[config.mk]
export PLATFORM = sky130hd
export DESIGN_NAME = pc_sequencer
export DESIGN_NICKNAME = d
export VERILOG_FILES = /design/src/rtl/pc_seq_pkg.sv /design/src/rtl/pc_next_mux.sv /design/src/rtl/pc_sequencer.sv
export SDC_FILE = /design/constraint.sdc
export NUM_CORES = 1
export LEC_CHECK = 0
export CAP_MARGIN = 20
export CORE_MARGIN = 2
export CORE_UTILIZATION = 42
export CTS_BUF_LIST = sky130_fd_sc_hd__clkbuf_4
export CTS_CLUSTER_SIZE = 25
export DETAILED_ROUTE_END_ITERATION = 8
export PLACE_DENSITY = 0.87
export SYNTH_ARGS = -nofsm -noshare
export SYNTH_HDL_FRONTEND = slang
export SYNTH_SLANG_ARGS = --single-unit
[constraint.sdc]
create_clock -name clk -period 2.1 [get_ports clk]
set_clock_uncertainty 0.1 [all_clocks]
set_input_delay 0.315 -clock clk [delete_from_list [all_inputs] [get_ports clk]]
set_output_delay 0.315 -clock clk [all_outputs]
set_load 0.02 [all_outputs]
[src/rtl/pc_seq_pkg.sv]
// Shared types and constants for the program-counter sequencer.
// Also holds the target alignment helper.
package pc_seq_pkg;

  typedef enum logic [1:0] {
    ST_IDLE = 2'd0,
    ST_RUN  = 2'd1,
    ST_HALT = 2'd2
  } pc_state_e;

  localparam int unsigned STEP_DEFAULT     = 32'd4;
  localparam logic [31:0] RESET_PC_DEFAULT = 32'h0000_0000;
  localparam logic [63:0] ALIGN_MASK       = ~64'h0000_0000_0000_0003;

  // Redirect targets are always word aligned before they reach the PC.
  function automatic logic [63:0] align_addr(input logic [63:0] addr);
    return addr & ALIGN_MASK;
  endfunction

endpackage

[src/rtl/pc_next_mux.sv]
// Three-source next-PC select built as two cascaded 2:1 stages:
// sequential/branch first, then that result against the jump target.
module pc_next_mux #(
  parameter int unsigned WIDTH = 32
) (
  input  logic [WIDTH-1:0] seq_pc_i,
  input  logic [WIDTH-1:0] branch_tgt_i,
  input  logic [WIDTH-1:0] jump_tgt_i,
  input  logic             branch_sel_i,
  input  logic             jump_sel_i,
  output logic [WIDTH-1:0] next_pc_o
);

  logic [WIDTH-1:0] stage1_s;

  assign stage1_s  = branch_sel_i ? branch_tgt_i : seq_pc_i;
  assign next_pc_o = jump_sel_i ? jump_tgt_i : stage1_s;

endmodule

[src/rtl/pc_sequencer.sv]
// Architectural PC holder with IDLE/RUN/HALT run control, valid/ready
// hand-off of the PC, jump/branch redirects and a saturating issue counter.
module pc_sequencer
  import pc_seq_pkg::*;
#(
  parameter int unsigned     WIDTH    = 32,
  parameter logic [WIDTH-1:0] RESET_PC = WIDTH'(RESET_PC_DEFAULT),
  parameter int unsigned     STEP     = STEP_DEFAULT,
  parameter int unsigned     CNT_W    = 16
) (
  input  logic             clk,
  input  logic             rst_n,
  input  logic             start,
  input  logic             halt,
  input  logic             branch_en,
  input  logic [WIDTH-1:0] branch_tgt,
  input  logic             jump_en,
  input  logic [WIDTH-1:0] jump_tgt,
  input  logic             pc_ready,
  output logic             pc_valid,
  output logic [WIDTH-1:0] pc,
  output logic [CNT_W-1:0] issue_cnt,
  output logic             running
);

  pc_state_e        state_q, state_d;
  logic [WIDTH-1:0] pc_q, pc_d;
  logic [CNT_W-1:0] cnt_q, cnt_d;
  logic             valid_q, valid_d;

  logic             xfer_s;
  logic             redir_s;
  logic             load_s;
  logic [WIDTH-1:0] seq_pc_s;
  logic [WIDTH-1:0] branch_al_s;
  logic [WIDTH-1:0] jump_al_s;
  logic [WIDTH-1:0] mux_pc_s;

  assign seq_pc_s    = pc_q + WIDTH'(STEP);
  assign branch_al_s = WIDTH'(align_addr(64'(branch_tgt)));
  assign jump_al_s   = WIDTH'(align_addr(64'(jump_tgt)));

  pc_next_mux #(.WIDTH(WIDTH)) u_next_mux (
    .seq_pc_i     (seq_pc_s),
    .branch_tgt_i (branch_al_s),
    .jump_tgt_i   (jump_al_s),
    .branch_sel_i (branch_en),
    .jump_sel_i   (jump_en),
    .next_pc_o    (mux_pc_s)
  );

  // Run-state transitions; halt always wins over start.
  always_comb begin
    state_d = state_q;
    case (state_q)
      ST_IDLE: begin
        if (halt)       state_d = ST_IDLE;
        else if (start) state_d = ST_RUN;
        else            state_d = ST_IDLE;
      end
      ST_RUN: begin
        if (halt) state_d = ST_HALT;
        else      state_d = ST_RUN;
      end
      ST_HALT: begin
        if (start && !halt) state_d = ST_RUN;
        else                state_d = ST_HALT;
      end
      default: state_d = ST_IDLE;
    endcase
  end

  // A redirect without a transfer flushes the stalled PC; in HALT only redirects move it.
  always_comb begin
    xfer_s  = 1'b0;
    redir_s = 1'b0;
    load_s  = 1'b0;
    if (state_q == ST_RUN) begin
      xfer_s  = pc_ready;
      redir_s = jump_en | branch_en;
      load_s  = xfer_s | redir_s;
    end else if (state_q == ST_HALT) begin
      redir_s = jump_en | branch_en;
      load_s  = redir_s;
    end else begin
      load_s  = 1'b0;
    end
  end

  always_comb begin
    pc_d    = pc_q;
    cnt_d   = cnt_q;
    valid_d = (state_d == ST_RUN);
    if (load_s) begin
      pc_d = mux_pc_s;
    end else begin
      pc_d = pc_q;
    end
    if (xfer_s && (cnt_q != {CNT_W{1'b1}})) begin
      cnt_d = cnt_q + {{(CNT_W-1){1'b0}}, 1'b1};
    end else begin
      cnt_d = cnt_q;
    end
  end

  always_ff @(posedge clk or negedge rst_n) begin
    if (!rst_n) begin
      state_q <= ST_IDLE;
      pc_q    <= RESET_PC;
      cnt_q   <= {CNT_W{1'b0}};
      valid_q <= 1'b0;
    end else begin
      state_q <= state_d;
      pc_q    <= pc_d;
      cnt_q   <= cnt_d;
      valid_q <= valid_d;
    end
  end

  assign pc        = pc_q;
  assign pc_valid  = valid_q;
  assign running   = valid_q;
  assign issue_cnt = cnt_q;

endmodule

==> impl_metrics.ini, run 1 <==
[outcome]
status = complete, no violations

[grt]
grt_util_all_layers_pct = 25.4
antenna_found_initial = 0
grt_overflow = 0
grt_max_degree = 29
grt_pass1_wl_um = 17100
grt_pass1_vias = 3574

[timing]
slew_violations = 0
grt_setup_unrepaired = no
setup_ws_ns = 0.0603
finalCritPeriodShare_pct = 97.1
setup_viol = 0
hold_viol_final = 0
tightestPinTransition_ns = 0.555
max_freq_mhz = 490
fin_crit_ns = 2.04
max_slew_margin_pct = 63.0

[finish]
syn_to_final_growth_pct = 48.9
drive_above_1_share_pct = 15.4
final_common_cell = clkdlybuf4s50_1
layout_common_cells = clkdlybuf4s50_1 (113), buf_4 (46), nand2_1 (45), dfrtp_1 (45), a21oi_1 (40)
num-fill-cells = 571
finalNonFillerCells = 625
final_nets = 598
antennaDiodeCount = 0

[hold_path]
hold_path_class = in2async

[routing]
ant_nets = 0
drtPass1Iterations = 7
drcViolationCount = 0
wirelength_um = 10600
wl_per_cell_um = 16.9
via_per_inst = 5.76
vias = 3600
first_iter_violations = 335

[synth]
synth_edf_count = 0
syn-instance-count = 382
synth.yosys.warnings = 0
ys_ff_latch = 49
syn-cell-area_um2 = 3210
syn_area_per_cell_um2 = 8.41
synth_cell_types = 57
ys.flop_type = dfrtp_1
async_flop_share_pct = 100
ys_seq_area_share_pct = 38.1

[worst_setup_path]
crit_end = pc[30]
crit_type = reg2reg
cp.depth = 5
r2r_setup_slack_ns = 0.06
cp_max_fo = 4
crit_chain = ha_1, and4_4, nand2_1, or4_4, o311a_1
rr_worst_depth = 5
crit_start = pc[2]
timing.rr.start = pc[2]
worstSetupEndpointType = flip-flop
required_ns = 2.27
crit_family = simple AND/OR/NAND/NOR gates
crit_buf_inv = 0
rr_endpoint = pc[30]
cp.arrival_ns = 2.21
critPathLaunchType = flip-flop
slowest_stage = or4_4
max_stage_delay_ns = 0.52

[cts]
cts_tree = done
cts_buffers = 5
clock-sinks = 49
clock_path_buffers = 2
cts.clk_slew.worst_paths_ns = 0.14
clock_latency_ns = 0.37
ctsHtreeMaxLevel = 2
cts-root-buf = clkbuf_4

[place]
post-dp-hpwl_um = 8150
dpl.cell_count = 616
io_buffers = 114
gp_congestion = 0.951
pre_cts_ws_ns = -0.144

[floorplanning]
fp.dieH_um = 91.5
die_width_um = 91.5
start_util_pct = 43.8
ios = 121
row_count = 31
dieArea_um2 = 8370
fp.coreArea_um2 = 7330

[power_and_ir_drop]
leakage_uw = 0.00194
power_density_nw_per_um2 = 1060
ir_drop_v = 0.000642

[flow_run]
maxCapViolations = 0
-- cells by family after synthesis --
family	count (synthesis)	synth area share (%)
simple gates	146	23.6
compound gates	120	23.1
flops	49	38.1
buf+inv	30	4.67
xor+xnor	27	7.36
mux	7	2.26
fa+ha+maj	2	0.778
other cells	1	0.117
-- Yosys cell counts, types with 3 or more instances --
library cell  count  area (um2)
dfrtp_1          49        1230
nand2_1          45         169
a21oi_1          40         200
o21ai_0          29         145
nand3_1          25         125
nor2_1           21        78.8
clkbuf_1         16        60.1
xor2_1           16         140
xnor2_1          11        96.3
nand4_1          10        62.6
and3_1            9        56.3
nor3_1            8        40.0
o211ai_1          8        60.1
o22ai_1           7        43.8
a221oi_1          5        43.8
mux2i_1           5        50.1
nand2b_1          5        31.3
a31o_2            4        35.0
a31oi_1           4        25.0
and4_1            4        35.0
buf_4             4        30.0
a211oi_1          3        22.5
and3_2            3        22.5
buf_2             3        15.0
nor4_1            3        18.8
o21bai_1          3        22.5
o31ai_1           3        22.5
or3_1             3        18.8
-- state kept, by name, indices dropped and copies added (netlist names) --
register,flops
issue_cnt,16
pc,30
pc_valid,1
state_q,2
-- routing by layer --
layer | part of all wire [%] | up-vias | global-route usage [%]
met5 | 0 | - | 0
met4 | 1.9 | 0 | 9.85
met3 | 8.5 | 20 | 5.64
met2 | 49 | 183 | 42.1
met1 | 40 | 1695 | 32.2
li1 | - | 1702 | -
-- power by group --
| part | switching (uW) | total [uW] | internal (uW) | leakage (uW) |
|---|---|---|---|---|
| sequential | 360 | 1650 | 1280 | 0.000601 |
| clock | 306 | 465 | 158 | 0.0000324 |
| combinational | 1510 | 2970 | 1450 | 0.00130 |
-- layout make-up --
cell class / instances / area [um2] / share of cell area [%]
multi-input combinational: 304 / 1850 / 38.6
sequential: 49 / 1230 / 25.7
clock buffer: 7 / 52.6 / 1.10
tap: 99 / 124 / 2.59
inverter: 3 / 11.3 / 0.235
clock inverter: 1 / 7.51 / 0.157
timing repair buffer: 162 / 1510 / 31.6
-- worst reg2reg max path, delay by kind of cell (launching register included) --
kind | cells | cell delay [ns]
AO/OA/AOI/OAI | 1 | 0.36
adder cells (fa/ha/maj) | 1 | 0.22
flip-flops | 1 | 0.39
AND/OR/NAND/NOR | 3 | 0.87
-- worst min-delay path by stage --
stage,startpoint,to,slack (ns),depth (start not counted)
after detailed placement,rst_n,issue_cnt[1],0.24,1
after floorplan,rst_n,issue_cnt[0],-0.08,0
after global placement,rst_n,issue_cnt[0],0.23,1
after CTS,rst_n,pc[21],0.35,2
after global routing,rst_n,issue_cnt[1],0.37,2
final,rst_n,pc[27],0.34,2
-- through the flow --
| step | hold WS [ns] | total power (uW) | util (%) | TNS [ns] | instance area (um2) |
|---|---|---|---|---|---|
| 2_1_floorplan | -0.0806 | 3080 | - | 0 | 3220 |
| 3_3_place_gp | 0.228 | 4510 | 64.3 | -0.214 | 4710 |
| 3_5_place_dp | 0.237 | 4580 | 64.3 | -0.885 | 4710 |
| 4_1_cts | 0.352 | 5060 | 65.2 | 0 | 4780 |
| 5_1_grt | 0.372 | 5370 | 65.3 | 0 | 4790 |
| 6_report | 0.345 | 5080 | 65.3 | 0 | 4790 |
-- repair_timing --
item / 4_1_cts / 5_1_grt
endpoints found under the hold margin: 21 / 0
gates resized for setup: 0 / 3
endpoints found under the setup margin: 0 / 3
hold buffers: 1 / 0
setup buffers: 0 / 0
Note: power is estimated with default switching activity, not from simulation.
==> inputs of run 2 (changes only) <==
--- a/config.mk
+++ b/config.mk
@@ -6,12 +6,14 @@
 export NUM_CORES = 1
 export LEC_CHECK = 0
 export CAP_MARGIN = 20
+export CELL_PAD_IN_SITES_DETAIL_PLACEMENT = 0
+export CELL_PAD_IN_SITES_GLOBAL_PLACEMENT = 1
 export CORE_MARGIN = 2
-export CORE_UTILIZATION = 42
+export CORE_UTILIZATION = 30
 export CTS_BUF_LIST = sky130_fd_sc_hd__clkbuf_4
 export CTS_CLUSTER_SIZE = 25
 export DETAILED_ROUTE_END_ITERATION = 8
-export PLACE_DENSITY = 0.87
+export PLACE_DENSITY = 0.86
 export SYNTH_ARGS = -nofsm -noshare
 export SYNTH_HDL_FRONTEND = slang
 export SYNTH_SLANG_ARGS = --single-unit
==> run 2 against run 1 <==
Against the previous run: sequential power hardly changed; clock power is 28% higher; combinational power hardly changed; critical path depth stayed put; die area is 38% higher; first-iteration DRC count is 24% lower; routed wire length is 5.3% higher; critical endpoint unchanged.
==> impl_metrics.ini, run 2 (synthesis results as in run 1) <==
[cts]
cts-root-buf = clkbuf_4
cts_buffers = 5
cts.clk_slew.worst_paths_ns = 0.16
clock_latency_ns = 0.38
clock-sinks = 49
clock_path_buffers = 2
cts_tree = done
ctsHtreeMaxLevel = 2

[flow_run]
maxCapViolations = 0

[power_and_ir_drop]
leakage_uw = 0.00197
power_density_nw_per_um2 = 1070
ir_drop_v = 0.000590
total_power_uw = 5250

[timing]
timing.setup.tns_ns = 0
hold_viol_final = 0
finalCritPeriodShare_pct = 97.0
setup_viol = 0
max_freq_mhz = 491
fin_crit_ns = 2.04
grt_setup_unrepaired = no
slew_violations = 0
max_slew_margin_pct = 61.7
tightestPinTransition_ns = 0.575
whs_ns = 0.342

[routing]
wl_per_cell_um = 16.7
wirelength_um = 11100
drtPass1Iterations = 6
via_per_inst = 5.35
ant_nets = 0
vias = 3557
drcViolationCount = 0
first_iter_violations = 254

[floorplanning]
row_count = 37
die_width_um = 108
start_util_pct = 31.0
fp.dieH_um = 108
ios = 121
fp.coreArea_um2 = 10400
dieArea_um2 = 11600

[worst_setup_path]
cp.arrival_ns = 2.21
cp_max_fo = 4
crit_buf_inv = 0
critPathLaunchType = flip-flop
worstSetupEndpointType = flip-flop
rr_worst_depth = 5
crit_chain = ha_2, and4_1, nand2_1, or4_4, o311a_1
slowest_stage = or4_4
r2r_setup_slack_ns = 0.06
max_stage_delay_ns = 0.51
rr_endpoint = pc[30]
crit_type = reg2reg
timing.rr.start = pc[3]
crit_family = simple AND/OR/NAND/NOR gates
required_ns = 2.28

[outcome]
status = complete, no violations

[finish]
final_nets = 600
largest_reg_flops = 30
seqCellArea_um2 = 1230
layout_common_cells = clkdlybuf4s50_1 (113), dfrtp_1 (47), buf_4 (47)
drive_above_1_share_pct = 15.9
finalNonFillerCells = 665
syn_to_final_growth_pct = 52.2
num-fill-cells = 1026
final_common_cell = clkdlybuf4s50_1
multiInputGateArea_um2 = 1860

[grt]
grt_max_degree = 30
grt_util_all_layers_pct = 19.0
grt_overflow = 0
grt_pass1_wl_um = 17500
grt_pass1_vias = 3556
antenna_found_initial = 0

[place]
io_buffers = 114
dpl.cell_count = 655
post-dp-hpwl_um = 8440
gp_congestion = 0.852

[hold_path]
hold_path_class = in2async
## run 2: cell count changes in the layout (fill, tap and decap cells not counted), sizes merged
cell,before,now
clkinv,0,1
buf,48,50
bufinv,0,1
clkinvlp,1,0
diode,0,1
clkbuf,7,6
## run 2: metrics by stage
stage | setup slack [ns] | utilization (%) | instance area, um2
4_1_cts | 0.0347 | 47.0 | 4880
5_1_grt | 0.00559 | 47.2 | 4890
3_5_place_dp | -0.0822 | 46.1 | 4780
6_report | 0.0620 | 47.2 | 4890
3_3_place_gp | -0.0711 | 46.1 | 4780
2_1_floorplan | 0.0238 | - | 3220
## run 2: area by class of cell
cell class,instances,area share (%)
diodes,1,0.0511
clock buffers,6,0.920
clock inverters,2,0.793
inverters,3,0.230
multi-input cells,304,38.0
flip-flops and latches,49,25.1
well taps,136,3.48
repair buffers,164,31.4
## run 2: repair_timing
item	in CTS	in global routing
gates resized for setup	0	4
hold buffers	1	0
endpoints found under the hold margin	20	0
setup endpoints to repair	0	4
buffers inserted	0	0
## run 2: worst max-delay path by stage
stage | start | end | slack, ns | depth (start not counted)
after floorplan | pc[2] | pc[30] | 0.02 | 5
after global placement | pc_ready | pc[30] | -0.07 | 5
after detailed placement | pc_ready | pc[30] | -0.08 | 5
after CTS | pc[6] | pc[31] | 0.03 | 5
after global routing | pc[8] | pc[25] | 0.006 | 6
final | pc[3] | pc[30] | 0.06 | 5
## run 2: power by group
| part | switching (uW) | internal [uW] |
|---|---|---|
| clock | 330 | 267 |
| sequential | 394 | 1280 |
| combinational | 1510 | 1470 |
## run 2: worst reg2reg max path: stages (launching register included)
cell	delay (ns)
dfrtp_2	0.42
ha_2	0.21
and4_1	0.24
nand2_1	0.12
or4_4	0.51
o311a_1	0.35
## run 2: metal layers
metal / GRT usage (%) / vias up / wire length (um)
li1: - / 1699 / -
met1: 25.8 / 1675 / 4870
met2: 30.5 / 165 / 5170
met3: 3.63 / 18 / 867
met4: 6.14 / 0 / 207
met5: 0 / - / 0
